$ cat src/rtl/snes_pad_tx.sv
// SNES controller emulator: captures a button word while the console holds LATCH
// high, then shifts it out active-low, LSB first, on each console CLK rising edge.
module snes_pad_tx #(
  parameter int SYNC_STAGES = 2,
  parameter int NBITS       = 16
) (
  input  logic             CLK_i,
  input  logic             RST_i,
  input  logic             CTRL_LATCH_i,
  input  logic             CTRL_CLK_i,
  input  logic [NBITS-1:0] BUTTONS_i,
  output logic             CTRL_SDATA_o,
  output logic             CTRL_SDATA_OE_o,
  output logic             FRAME_DONE_o,
  output logic             BUSY_o,
  output logic [7:0]       POLL_CNT_o
);

  typedef enum logic [1:0] {
    ST_IDLE  = 2'd0,
    ST_LOAD  = 2'd1,
    ST_SHIFT = 2'd2
  } state_t;

  localparam logic [4:0] LAST_BIT = 5'(NBITS - 1);
  localparam logic [4:0] ALL_BITS = 5'(NBITS);

  logic [SYNC_STAGES-1:0] lat_sync_q;
  logic [SYNC_STAGES-1:0] clk_sync_q;
  logic                   lat_prev_q;
  logic                   clk_prev_q;
  logic                   lat_rise_s;
  logic                   lat_fall_s;
  logic                   clk_rise_s;

  state_t           state_q, state_d;
  logic [NBITS-1:0] sr_q, sr_d;
  logic [4:0]       bitcnt_q, bitcnt_d;
  logic             busy_q, busy_d;
  logic             done_q, done_d;
  logic [7:0]       poll_q, poll_d;
  logic             sdata_q;
  logic             oe_q;

  // Synchronizers reset to the console's idle levels so release from reset
  // never looks like an edge.
  always_ff @(posedge CLK_i) begin
    if (RST_i) begin
      lat_sync_q <= '0;
      clk_sync_q <= '1;
      lat_prev_q <= 1'b0;
      clk_prev_q <= 1'b1;
    end else begin
      lat_sync_q <= {lat_sync_q[SYNC_STAGES-2:0], CTRL_LATCH_i};
      clk_sync_q <= {clk_sync_q[SYNC_STAGES-2:0], CTRL_CLK_i};
      lat_prev_q <= lat_sync_q[SYNC_STAGES-1];
      clk_prev_q <= clk_sync_q[SYNC_STAGES-1];
    end
  end

  assign lat_rise_s = lat_sync_q[SYNC_STAGES-1] & ~lat_prev_q;
  assign lat_fall_s = ~lat_sync_q[SYNC_STAGES-1] & lat_prev_q;
  assign clk_rise_s = clk_sync_q[SYNC_STAGES-1] & ~clk_prev_q;

  always_comb begin
    state_d  = state_q;
    sr_d     = sr_q;
    bitcnt_d = bitcnt_q;
    busy_d   = busy_q;
    done_d   = 1'b0;
    poll_d   = poll_q;
    if (lat_rise_s) begin
      // A new latch always wins: aborts any frame and swallows a coincident clock edge.
      state_d = ST_LOAD;
      busy_d  = 1'b0;
    end else begin
      case (state_q)
        ST_LOAD: begin
          if (lat_fall_s) begin
            state_d  = ST_SHIFT;
            bitcnt_d = 5'd0;
            busy_d   = 1'b1;
          end else begin
            sr_d = BUTTONS_i;
          end
        end
        ST_SHIFT: begin
          if (clk_rise_s) begin
            sr_d = {1'b1, sr_q[NBITS-1:1]};
            if (bitcnt_q == LAST_BIT) begin
              bitcnt_d = ALL_BITS;
              done_d   = 1'b1;
              poll_d   = poll_q + 8'd1;
              busy_d   = 1'b0;
              state_d  = ST_IDLE;
            end else begin
              bitcnt_d = bitcnt_q + 5'd1;
            end
          end else begin
            sr_d = sr_q;
          end
        end
        ST_IDLE: begin
          if (clk_rise_s) begin
            sr_d = {1'b1, sr_q[NBITS-1:1]};
          end else begin
            sr_d = sr_q;
          end
        end
        default: begin
          state_d = ST_IDLE;
        end
      endcase
    end
  end

  always_ff @(posedge CLK_i) begin
    if (RST_i) begin
      state_q  <= ST_IDLE;
      sr_q     <= '0;
      bitcnt_q <= 5'd0;
      busy_q   <= 1'b0;
      done_q   <= 1'b0;
      poll_q   <= 8'd0;
      sdata_q  <= 1'b1;
      oe_q     <= 1'b0;
    end else begin
      state_q  <= state_d;
      sr_q     <= sr_d;
      bitcnt_q <= bitcnt_d;
      busy_q   <= busy_d;
      done_q   <= done_d;
      poll_q   <= poll_d;
      sdata_q  <= ~sr_q[0];
      oe_q     <= 1'b1;
    end
  end

  assign CTRL_SDATA_o    = sdata_q;
  assign CTRL_SDATA_OE_o = oe_q;
  assign FRAME_DONE_o    = done_q;
  assign BUSY_o          = busy_q;
  assign POLL_CNT_o      = poll_q;

endmodule

$ cat config.mk
export PLATFORM = sky130hd
export DESIGN_NAME = snes_pad_tx
export DESIGN_NICKNAME = d
export VERILOG_FILES = /design/src/rtl/snes_pad_tx.sv
export SDC_FILE = /design/constraint.sdc
export NUM_CORES = 1
export LEC_CHECK = 0
export CAP_MARGIN = 30
export CORE_MARGIN = 4
export CORE_UTILIZATION = 60
export CTS_BUF_LIST = sky130_fd_sc_hd__clkbuf_4 sky130_fd_sc_hd__clkbuf_8
export DETAILED_ROUTE_END_ITERATION = 10
export DONT_BUFFER_PORTS = 1
export PLACE_DENSITY = 0.85
export SETUP_SLACK_MARGIN = 0.2
export SYNTH_ARGS = -nofsm -noshare
export SYNTH_HDL_FRONTEND = slang
export SYNTH_SLANG_ARGS = --single-unit
$ cat constraint.sdc
create_clock -name CLK_i -period 4.85 [get_ports CLK_i]
set_input_delay 0.97 -clock CLK_i [delete_from_list [all_inputs] [get_ports CLK_i]]
set_output_delay 0.97 -clock CLK_i [all_outputs]
set_load 0.01 [all_outputs]
==> metrics.md <==
| Metric | Value |
|---|---|
| Status | finished clean |
| RD Place Congestion | 0.760 |
| Number of port buffers | 0 |
| Routed via count | 1509 |
| Slew at the pin with the worst max-slew slack | 0.923 ns |
| Mean post-synth cell area | 8.55 sq um |
| Die width | 63.1 um |
| Critical path's largest stage delay | 0.65 ns |
| Tot GR Track Use | 19.5% |
| RSZ-0062 raised after global routing | false |
| Post-synth EDFFs | 0 |
| Final Instance Count excl. Fillers | 239 |
| Hold Path Class | flop to flop |
| CP required | 5.11 ns |
| Nature of the critical path endpoint | flop |
| Cell variety after synth | 33 |
| CTS Hold Buffers Added | 0 |
| Clk_lat worst skew | 0.35 ns |
| First-pass GRT wire length | 6150 um |
| Post-synth ARST share | 0% |
| Core area | 2830 sq um |
| Startpoint types | flop |
| Reg-to-reg endpoint | POLL_CNT_o[7] |
| Remaining antenna violation count | 0 |
| Crit path launch | state_q[0] |
| CTS HTree Levels | 2 |
| I/O pin cnt | 32 |
| CTS tree | done |
| Maximum buffer depth of the clock tree | 2 |
| Setup repair bufs after CTS | 0 |
| Placed Instances | 231 |
| HPWL Detailed | 2420 um |
| Final worst slack | 2.44 ns |
| Total CTS buffers | 5 |
| Ant diodes | 0 |
| Die footprint | 3980 sq um |
| Total of max-cap violations | 0 |
| Root Buffer | clkbuf_4 |
| CP arrival | 2.67 ns |
| Post_cts resized | 0 |
| Top FF cell, synth | dfxtp_1 |
| Clk slew on worst S/H paths | 0.12 ns |
| R2R cell count | 6 |
| Final Skew | 0.00815 ns |
| Critical Path Fanout Max | 26 |
| Clk sinks | 41 |
| Fmax | 0.415 GHz |
| Highest-delay cell along the critical path | ha_1 |
| Crit path time final | 2.41 ns |
| Starting density of the core | 64.4% |
| Max VDD drop | 234 uV |
| Setup Viol. Count Final | 0 |
| Pwr Density | 334 nW/um^2 |
| Initial antenna violation count | 0 |
| Drt via density | 6.31 |
| Final Hold Viols | 0 |
| Worst Setup Path Type | flop to flop |
| Post-Syn Instances | 213 |
| # nets final | 235 |
| Drc violations | 0 |
| Chip height | 63.1 um |
| Syn. warnings | 0 |
| Largest net degree at the start of global routing | 40 |
| Final period util | 49.7% |
| Row count | 19 |
| DRT Pass-1 Iters | 4 |
| Final setup TNS | 0 ns |
| Average wire per standard cell | 14.9 um |
| Worst slack, placed | 2.53 ns |
| Layout cell share with drive strength beyond 1 | 6.25% |
| Drt first-iter violations | 106 |
| Crit-path cells | inv_1, ha_1, nand4b_1, nor4_1, xnor2_1, nor2_1 |
| Seq cells post-synth | 41 |
| Synth-to-layout area growth | 4.12% |
| Mapped Nets | 241 |
| Total gr overflow | 0 |
| Final core utilization | 67.1% |
| Post-synthesis cell area | 1820 sq um |
| Slew margin rel. | 38.2% |
| Seq/Total Area, Yosys | 45.1% |
| Reg2Reg Setup Slack | 2.44 ns |
| Reg2reg start | state_q[0] |
| Lkg Pwr | 0.605 nW |
| Detailed Route WL | 3570 um |
| Setup crit end | POLL_CNT_o[7] |
| Slew Limit Fails | 0 |
| Number of global-route vias before repair | 1376 |
==> through the flow <==
step           hold WS, ns  total power, W  area, sq um
3_3_place_gp         0.367        0.000406         1810
5_1_grt              0.417        0.000662         1900
3_5_place_dp         0.378        0.000410         1810
4_1_cts              0.406        0.000638         1900
6_report             0.406        0.000634         1900
2_1_floorplan        0.358        0.000406         1820
==> registers in the layout, summed over array words and instances, names as in the netlist <==
signal	cells
lat_sync_q	2
CTRL_SDATA_o	1
CTRL_SDATA_OE_o	1
clk_sync_q	2
bitcnt_q	5
lat_prev_q	1
clk_prev_q	1
POLL_CNT_o	8
BUSY_o	1
state_q	2
sr_q	16
FRAME_DONE_o	1
==> Yosys cell counts (2+ instances only) <==
cell / count / area [sq um]
nand3_1: 5 / 25.0
nor2b_1: 4 / 25.0
nand2b_1: 2 / 12.5
a311oi_1: 15 / 131
nor2_1: 27 / 101
nor4_1: 3 / 18.8
clkbuf_1: 12 / 45.0
xnor2_1: 7 / 61.3
dfxtp_1: 41 / 821
inv_1: 8 / 30.0
or2_2: 3 / 18.8
a21oi_1: 9 / 45.0
o21ai_0: 20 / 100
ha_1: 8 / 100
buf_4: 2 / 15.0
nand2_1: 23 / 86.3
nand3b_1: 3 / 22.5
nor3_1: 4 / 20.0
a2111oi_0: 2 / 17.5
nand4b_1: 2 / 17.5
==> worst min path at each step <==
| stage | startpoint | to | slack, ns | cells past startpoint |
|---|---|---|---|---|
| final | sr_q[0] | CTRL_SDATA_o | 0.41 | 1 |
| after global routing | sr_q[0] | CTRL_SDATA_o | 0.42 | 1 |
| after CTS | sr_q[0] | CTRL_SDATA_o | 0.41 | 1 |
| after detailed placement | sr_q[0] | CTRL_SDATA_o | 0.38 | 1 |
| after global placement | sr_q[0] | CTRL_SDATA_o | 0.37 | 1 |
| after floorplan | sr_q[0] | CTRL_SDATA_o | 0.36 | 1 |
==> critical path: cells and delay by family (launching register included) <==
family,cells,cell delay [ns]
DFF,1,0.36
and+or+nand+nor,3,1.03
adders and majority gates,1,0.65
xor gates and xnor gates,1,0.17
buffers and inverters,1,0.10
==> layer usage <==
| metal | routed length, um | part of all wire [%] | up-vias | global-route usage, % |
|---|---|---|---|---|
| met2 | 1680 | 47 | 52 | 30.7 |
| met3 | 254 | 7.1 | 6 | 7.10 |
| li1 | - | - | 741 | - |
| met1 | 1590 | 45 | 710 | 24.0 |
| met4 | 51 | 1.4 | 0 | 7.71 |
| met5 | 0 | 0 | - | 0 |
==> report_power, final <==
part	internal, W	leakage, nW	switching (W)
Combinational	0.0000179	0.227	0.0000269
Sequential	0.000351	0.334	0.00000746
Clock	0.000122	0.0445	0.000109
Total	0.000491	0.605	0.000143
==> kinds of logic (layout without fill, tap and decap cells) <==
family,after synthesis,after routing,share of synthesized area (%)
buffers and inverters,22,17,4.94
AND/OR/NAND/NOR,84,84,22.2
XOR/XNOR,7,7,3.37
flip-flops,41,41,45.1
AO/OA/AOI/OAI,51,51,19.0
adder cells (fa/ha/maj),8,8,5.49
==> cell type report <==
class,count,area [sq um]
Fill cell,221,932
Inverter,8,30.0
Multi-Input combinational cell,150,911
Sequential cell,41,821
Clock buffer,6,51.3
Clock inverter,2,37.5
Timing Repair Buffer,1,7.51
Tap cell,31,38.8
==> placed cells by master, fill, tap and decap left out, drive strengths merged, types with 2 or more instances in the layout <==
master   count
a2111oi      2
a21oi        9
a311oi      15
clkbuf       6
dfxtp       41
ha           8
inv          8
nand2       23
nand2b       2
nand3        5
nand3b       3
nand4b       2
nor2        27
nor2b        4
nor3         4
nor4         3
o21ai       20
or2          3
xnor2        7
Power figures use the tool's default switching activity.
==> RTL change 1, RTL diff (config.mk and constraints unchanged) <==
Change the parameter `NBITS` from 16 to 18.
--- a/src/rtl/snes_pad_tx.sv
+++ b/src/rtl/snes_pad_tx.sv
@@ -3,5 +3,5 @@
 module snes_pad_tx #(
   parameter int SYNC_STAGES = 2,
-  parameter int NBITS       = 16
+  parameter int NBITS       = 18
 ) (
   input  logic             CLK_i,
Ports: changed (resized BUTTONS_i); port bits go from 32 to 34. No check against the original RTL was run, so the function may have changed too.
==> RTL change 1 against the unedited design <==
Worst setup slack better by 0.31 ns. Synthesized area up 12%. Via count up 1.6%. Cell area up 11%. Wire length up 5.0%. Sequential power up 5%. Power up 1.2%. Sequential cell count up 2. Critical path depth unchanged. Hold slack better by 0.0081 ns. Critical path type unchanged. Critical endpoint unchanged. Largest cell class unchanged.
==> RTL change 1: results (changes against the unedited design) <==
Synth
  • Top-count cell post-synth: nand2_1 (was dfxtp_1)
  • Top post-synthesis cells by count: nand2_1 (44), dfxtp_1 (43), nor2_1 (26), a311oi_2 (10) (was dfxtp_1 (41), nor2_1 (27), nand2_1 (23), o21ai_0 (20), a311oi_1 (15))
  • Mux cell area share after synthesis: 0.0104 (was 0)
  • Synth Area in Adders: 0.0492 (was 0.0549)
  • Post-synthesis compound-gate area fraction: 0.205 (was 0.190)
  • Post-synthesis area per instance: 8.97 um^2 (was 8.55 um^2)
  • Primary FF master, synth: dfxtp_1 (unchanged)
  • Sequential cell area fraction in the yosys report: 0.423 (was 0.451)
  • Post-synthesis xor/xnor area fraction: 0.0129 (was 0.0337)
  • Yosys cell types: 41 (was 33)
  • Area contributors post-synth: dfxtp_1 (42%), nand2_1 (8.1%), a311oi_2 (7.4%) (was dfxtp_1 (45%), a311oi_1 (7.2%), nor2_1 (5.6%))

Routing
  • Post-Route M1 WL: 1.71 mm (was 1.59 mm)
  • Routed vias/inst: 5.72 (was 6.31)
  • Met3 wire length: 200 um (was 254 um)
  • Wire length per cell: 14.0 um (was 14.9 um)
  • Final WL: 3.75 mm (was 3.57 mm)
  • Initial DRC Count: 151 (was 106)
  • Met2 WL post-DR: 1.76 mm (was 1.68 mm)

Global route
  • M1 GR Usage: 0.238 (was 0.240)
  • Overall Global Routing Usage: 0.195 (about the same)
  • Global-route wire length before repair: 6.63 mm (was 6.15 mm)
  • Initial antenna violation count: 0 (unchanged)
  • Vias in the first global route: 1,469 (was 1,376)
  • Met2 usage: 0.301 (was 0.307)
  • Met3 Use GR: 0.0629 (was 0.0710)

Placed design
  • Gp weighted congestion: 0.826 (was 0.760)
  • DP Worst Slack: 2.79 ns (was 2.53 ns)
  • Cell Area, Placed: 2040 um^2 (was 1810 um^2)
  • Post-DP HPWL: 2.49 mm (was 2.42 mm)
  • Placed Cells incl. Taps: 260 (was 231)

Pwr
  • Switching share of power: 0.254 (was 0.226)
  • Worst VDD drop: 0.188 mV (was 0.234 mV)
  • Static Leak: 0.000643 uW (was 0.000605 uW)

Final layout
  • Max reg flops: 18 (was 16)
  • Antenna cells: 0 (unchanged)
  • Layout cells sized above 1: 0.125 (was 0.0625)
  • Layout net count: 253 (was 235)

Setup path
  • Arrival @ worst endpoint: 2.41 ns (was 2.67 ns)
  • Worst-path maximum fanout: 9 (was 26)
  • Worst path slowest cell: or3_1 (was ha_1)
  • CP max stage delay: 0.46 ns (was 0.65 ns)

STA
  • Layout Skew: 0.0122 ns (was 0.00815 ns)
  • Slew margin rel.: 0.655 (was 0.382)

Outcome
  • Status: finished, final reports clean (unchanged)

Clock network
  • Clock latency at the later pin of the worst-skew pair: 0.36 ns
  • Clock root cell: clkbuf_4 (unchanged)
  • CTS Buffer Depth: 2 (unchanged)
  • H-tree depth: 2 (unchanged)
  • Cts repair resizes: 0 (unchanged)

Worst hold path
  • Worst hold-check path type: flop to flop (unchanged)
RTL change 1: power by group through the flow:
stage	logic (uW)	clock network, uW	registers, uW
after detailed placement	61.7	0	384
after global placement	58.8	0	383
final	62.4	203	376
after floorplan	60.2	0	382
after global routing	71.5	222	378
after CTS	62.1	207	376
RTL change 1: final timing paths:
check / depth (start not counted) / from / endpoint / slack (ns)
max: 6 / state_q[0]$_SDFFE_PP0P_ / POLL_CNT_o[7]$_SDFFE_PP0P_ / 2.75
min: 1 / sr_q[0]$_SDFFE_PP0P_ / CTRL_SDATA_o$_SDFF_PP1_ / 0.41
max reg2reg: 6 / state_q[0]$_SDFFE_PP0P_ / POLL_CNT_o[7]$_SDFFE_PP0P_ / 2.75
min reg2reg: 1 / sr_q[0]$_SDFFE_PP0P_ / CTRL_SDATA_o$_SDFF_PP1_ / 0.41
RTL change 1: layout make-up:
cell class | count | area (um^2)
inverter | 9 | 33.8
clock buffer | 7 | 65.1
timing repair buffer | 2 | 18.8
tap | 44 | 55.1
fill | 263 | 1040
multi-input combinational | 162 | 1070
sequential | 43 | 861
clock inverter | 1 | 7.51
RTL change 1: worst max-delay path, delay by kind of cell (launching register included):
| kind | cells | cell delay (ns) |
|---|---|---|
| adder cells (fa/ha/maj) | 1 | 0.37 |
| AO/OA/AOI/OAI | 1 | 0.14 |
| buffers and inverters | 1 | 0.10 |
| AND/OR/NAND/NOR | 3 | 1.07 |
| flip-flops | 1 | 0.37 |
RTL change 1: logic make-up (layout without fill, tap and decap cells):
| kind of cell | count (synthesis) | count (layout) |
|---|---|---|
| and+or+nand+nor | 105 | 105 |
| AOI/OAI and AO/OA | 44 | 44 |
| DFF | 43 | 43 |
| buffers and inverters | 22 | 19 |
| adders and majority gates | 8 | 8 |
| xor gates and xnor gates | 3 | 3 |
| muxes | 2 | 2 |
==> RTL change 2, RTL diff (same settings) <==
Without the edit above. Put one more register stage on the output `POLL_CNT_o`, without a reset. The value now appears one clock later. The other outputs are not delayed to match.
--- a/src/rtl/snes_pad_tx.sv
+++ b/src/rtl/snes_pad_tx.sv
@@ -141,5 +141,7 @@
   assign FRAME_DONE_o    = done_q;
   assign BUSY_o          = busy_q;
-  assign POLL_CNT_o      = poll_q;
+  always_ff @(posedge CLK_i) begin
+    POLL_CNT_o <= poll_q;
+  end
 
 endmodule
Check against the original RTL: no difference found for any inputs over 10 cycles, from zero or initial values and one cycle with RST_i high; that may be too few to reach the edited logic, so the function may still have changed.
==> RTL change 2 against the unedited design <==
Cell area grew 9.4%. Power grew 13%. Sequential cell count grew 8. Worst setup slack gained 0.11 ns. Synthesized area grew 8.9%. Wire length shrank 3.0%. Largest cell class is now registers. Critical path depth shrank 1.
==> RTL change 2: results (changes against the unedited design) <==
Clock network
  • Clock transition at path regs: 0.14 ns (was 0.12 ns)
  • Inserted Clock Buffers: 5 (unchanged)
  • Clock latency at the later pin of the worst-skew pair: 0.37 ns (was 0.35 ns)

Routing
  • Final WL: 3.47 mm (was 3.57 mm)
  • DR vias: 1,486 (was 1,509)
  • Initial DRC Count: 88 (was 106)

Synth
  • Area contributors post-synth: dfxtp_1 (49%), a311oi_1 (6.6%), nor2_1 (5.1%) (was dfxtp_1 (45%), a311oi_1 (7.2%), nor2_1 (5.6%))
  • Top post-synthesis cells by count: dfxtp_1 (49), nor2_1 (27), nand2_1 (22), o21ai_0 (20), a311oi_1 (15) (was dfxtp_1 (41), nor2_1 (27), nand2_1 (23), o21ai_0 (20), a311oi_1 (15))
  • Sequential cell area fraction in the yosys report: 0.494 (was 0.451)
  • Yosys cell types: 32 (was 33)
  • Syn Nets: 249 (was 241)

Pwr
  • Static Leak: 0.000671 uW (was 0.000605 uW)
  • Worst VDD drop: 0.243 mV (was 0.234 mV)

Placed design
  • Gp weighted congestion: 0.763 (was 0.760)
  • DP Worst Slack: 2.58 ns (was 2.53 ns)
  • Post-DP HPWL: 2.28 mm (was 2.42 mm)

Worst hold path
  • Worst hold path depth: 0 (was 1)
  • Hold Path End: POLL_CNT_o[7]$_DFF_P_ (was CTRL_SDATA_o$_SDFF_PP1_)
  • HP Start: poll_q[7]$_SDFFE_PP0P_ (was sr_q[0]$_SDFFE_PP0P_)

STA
  • Setup TNS: 0 ns (unchanged)
  • Worst slew pin tran: 0.887 ns (was 0.923 ns)
  • Layout Skew: 0.00907 ns (was 0.00815 ns)

Setup path
  • CP max stage delay: 0.79 ns (was 0.65 ns)
  • Worst path slowest cell: nor2_1 (was ha_1)
  • Reg-to-reg endpoint: sr_q[2]$_SDFFE_PP0P_ (was POLL_CNT_o[7]$_SDFFE_PP0P_)
  • Arrival @ worst endpoint: 2.58 ns (was 2.67 ns)
  • Worst Reg-to-Reg Cells: 5 (was 6)

Final layout
  • Layout cells sized above 1: 0.0602 (was 0.0625)
  • Fillers: 283 (was 221)
  • Biggest regs: sr_q (16), POLL_CNT_o (8), poll_q (8)
  • Antenna cells: 0 (unchanged)
  • Layout net count: 243 (was 235)

Global route
  • Pin count of the biggest net entering global routing: 40 (unchanged)
  • Vias in the first global route: 1,317 (was 1,376)
  • Overall Global Routing Usage: 0.182 (was 0.195)
  • Global-route wire length before repair: 5.93 mm (was 6.15 mm)

Outcome
  • Status: finished, final reports clean (unchanged)
## RTL change 2: changes by cell type after synthesis, sizes merged
cell and change:
nor4 -1, nand4 -1, dfxtp +8, nand2 -1
nand3 -2, nand4b +1, inv +2, nand3b +1
nor3 +1
## RTL change 2: logic make-up after synthesis
group                      share of synthesized area
DFF                                            0.494
AOI/OAI and AO/OA                              0.174
xor gates and xnor gates                      0.0309
adders and majority gates                     0.0504
and+or+nand+nor                                0.201
buffers and inverters                         0.0492
## RTL change 2: critical path: cells and delay by family (launching register included)
| family | cells | cell delay [ns] |
|---|---|---|
| compound gates | 1 | 0.32 |
| fa+ha+maj | 1 | 0.46 |
| buf+inv | 1 | 0.08 |
| flops | 1 | 0.42 |
| simple gates | 2 | 0.93 |
## RTL change 2: routing by layer
metal	part of all wire	wire (um)	global-route usage
met4	0.017	60	0.0803
met2	0.45	1550	0.265
met3	0.047	163	0.0632
met5	0	0	0
met1	0.49	1690	0.241
## RTL change 2: how the worst max path moves through the flow
stage / startpoint / end / depth (start not counted) / slack, ns
2_1_floorplan: state_q[1]$_SDFFE_PP0P_ / bitcnt_q[3]$_SDFFE_PP0P_ / 6 / 2.92
3_3_place_gp: state_q[0]$_SDFFE_PP0P_ / sr_q[9]$_SDFFE_PP0P_ / 5 / 2.70
3_5_place_dp: state_q[0]$_SDFFE_PP0P_ / sr_q[2]$_SDFFE_PP0P_ / 5 / 2.58
4_1_cts: state_q[0]$_SDFFE_PP0P_ / sr_q[2]$_SDFFE_PP0P_ / 5 / 2.53
5_1_grt: state_q[0]$_SDFFE_PP0P_ / sr_q[2]$_SDFFE_PP0P_ / 5 / 2.24
6_report: state_q[0]$_SDFFE_PP0P_ / sr_q[2]$_SDFFE_PP0P_ / 5 / 2.55
## RTL change 2: where the power goes
part	switching, uW	leakage, uW	internal, uW
clock network	126	0.0000445	123
registers	7.13	0.000398	416
logic	26.7	0.000228	18.0
total	160	0.000671	557
## RTL change 2: final cells by class
cell class                 instances  area [um^2]  share of cell area
tap                               44         55.1              0.0265
inverter                          10         37.5              0.0181
clock inverter                     2         37.5              0.0181
clock buffer                       6         51.3              0.0247
sequential                        49          981               0.473
multi-input combinational        148          906               0.436
timing repair buffer               1         7.51             0.00362
## RTL change 2: stage by stage
step                std cells  area, um^2  total power [uW]  hold WS [ns]
global placement          252        1990               475         0.368
global route              260        2080               749         0.407
floorplan                 221        1980               473         0.350
CTS                       260        2080               723         0.388
detailed placement        252        1990               477         0.365
finish                    260        2080               717         0.387
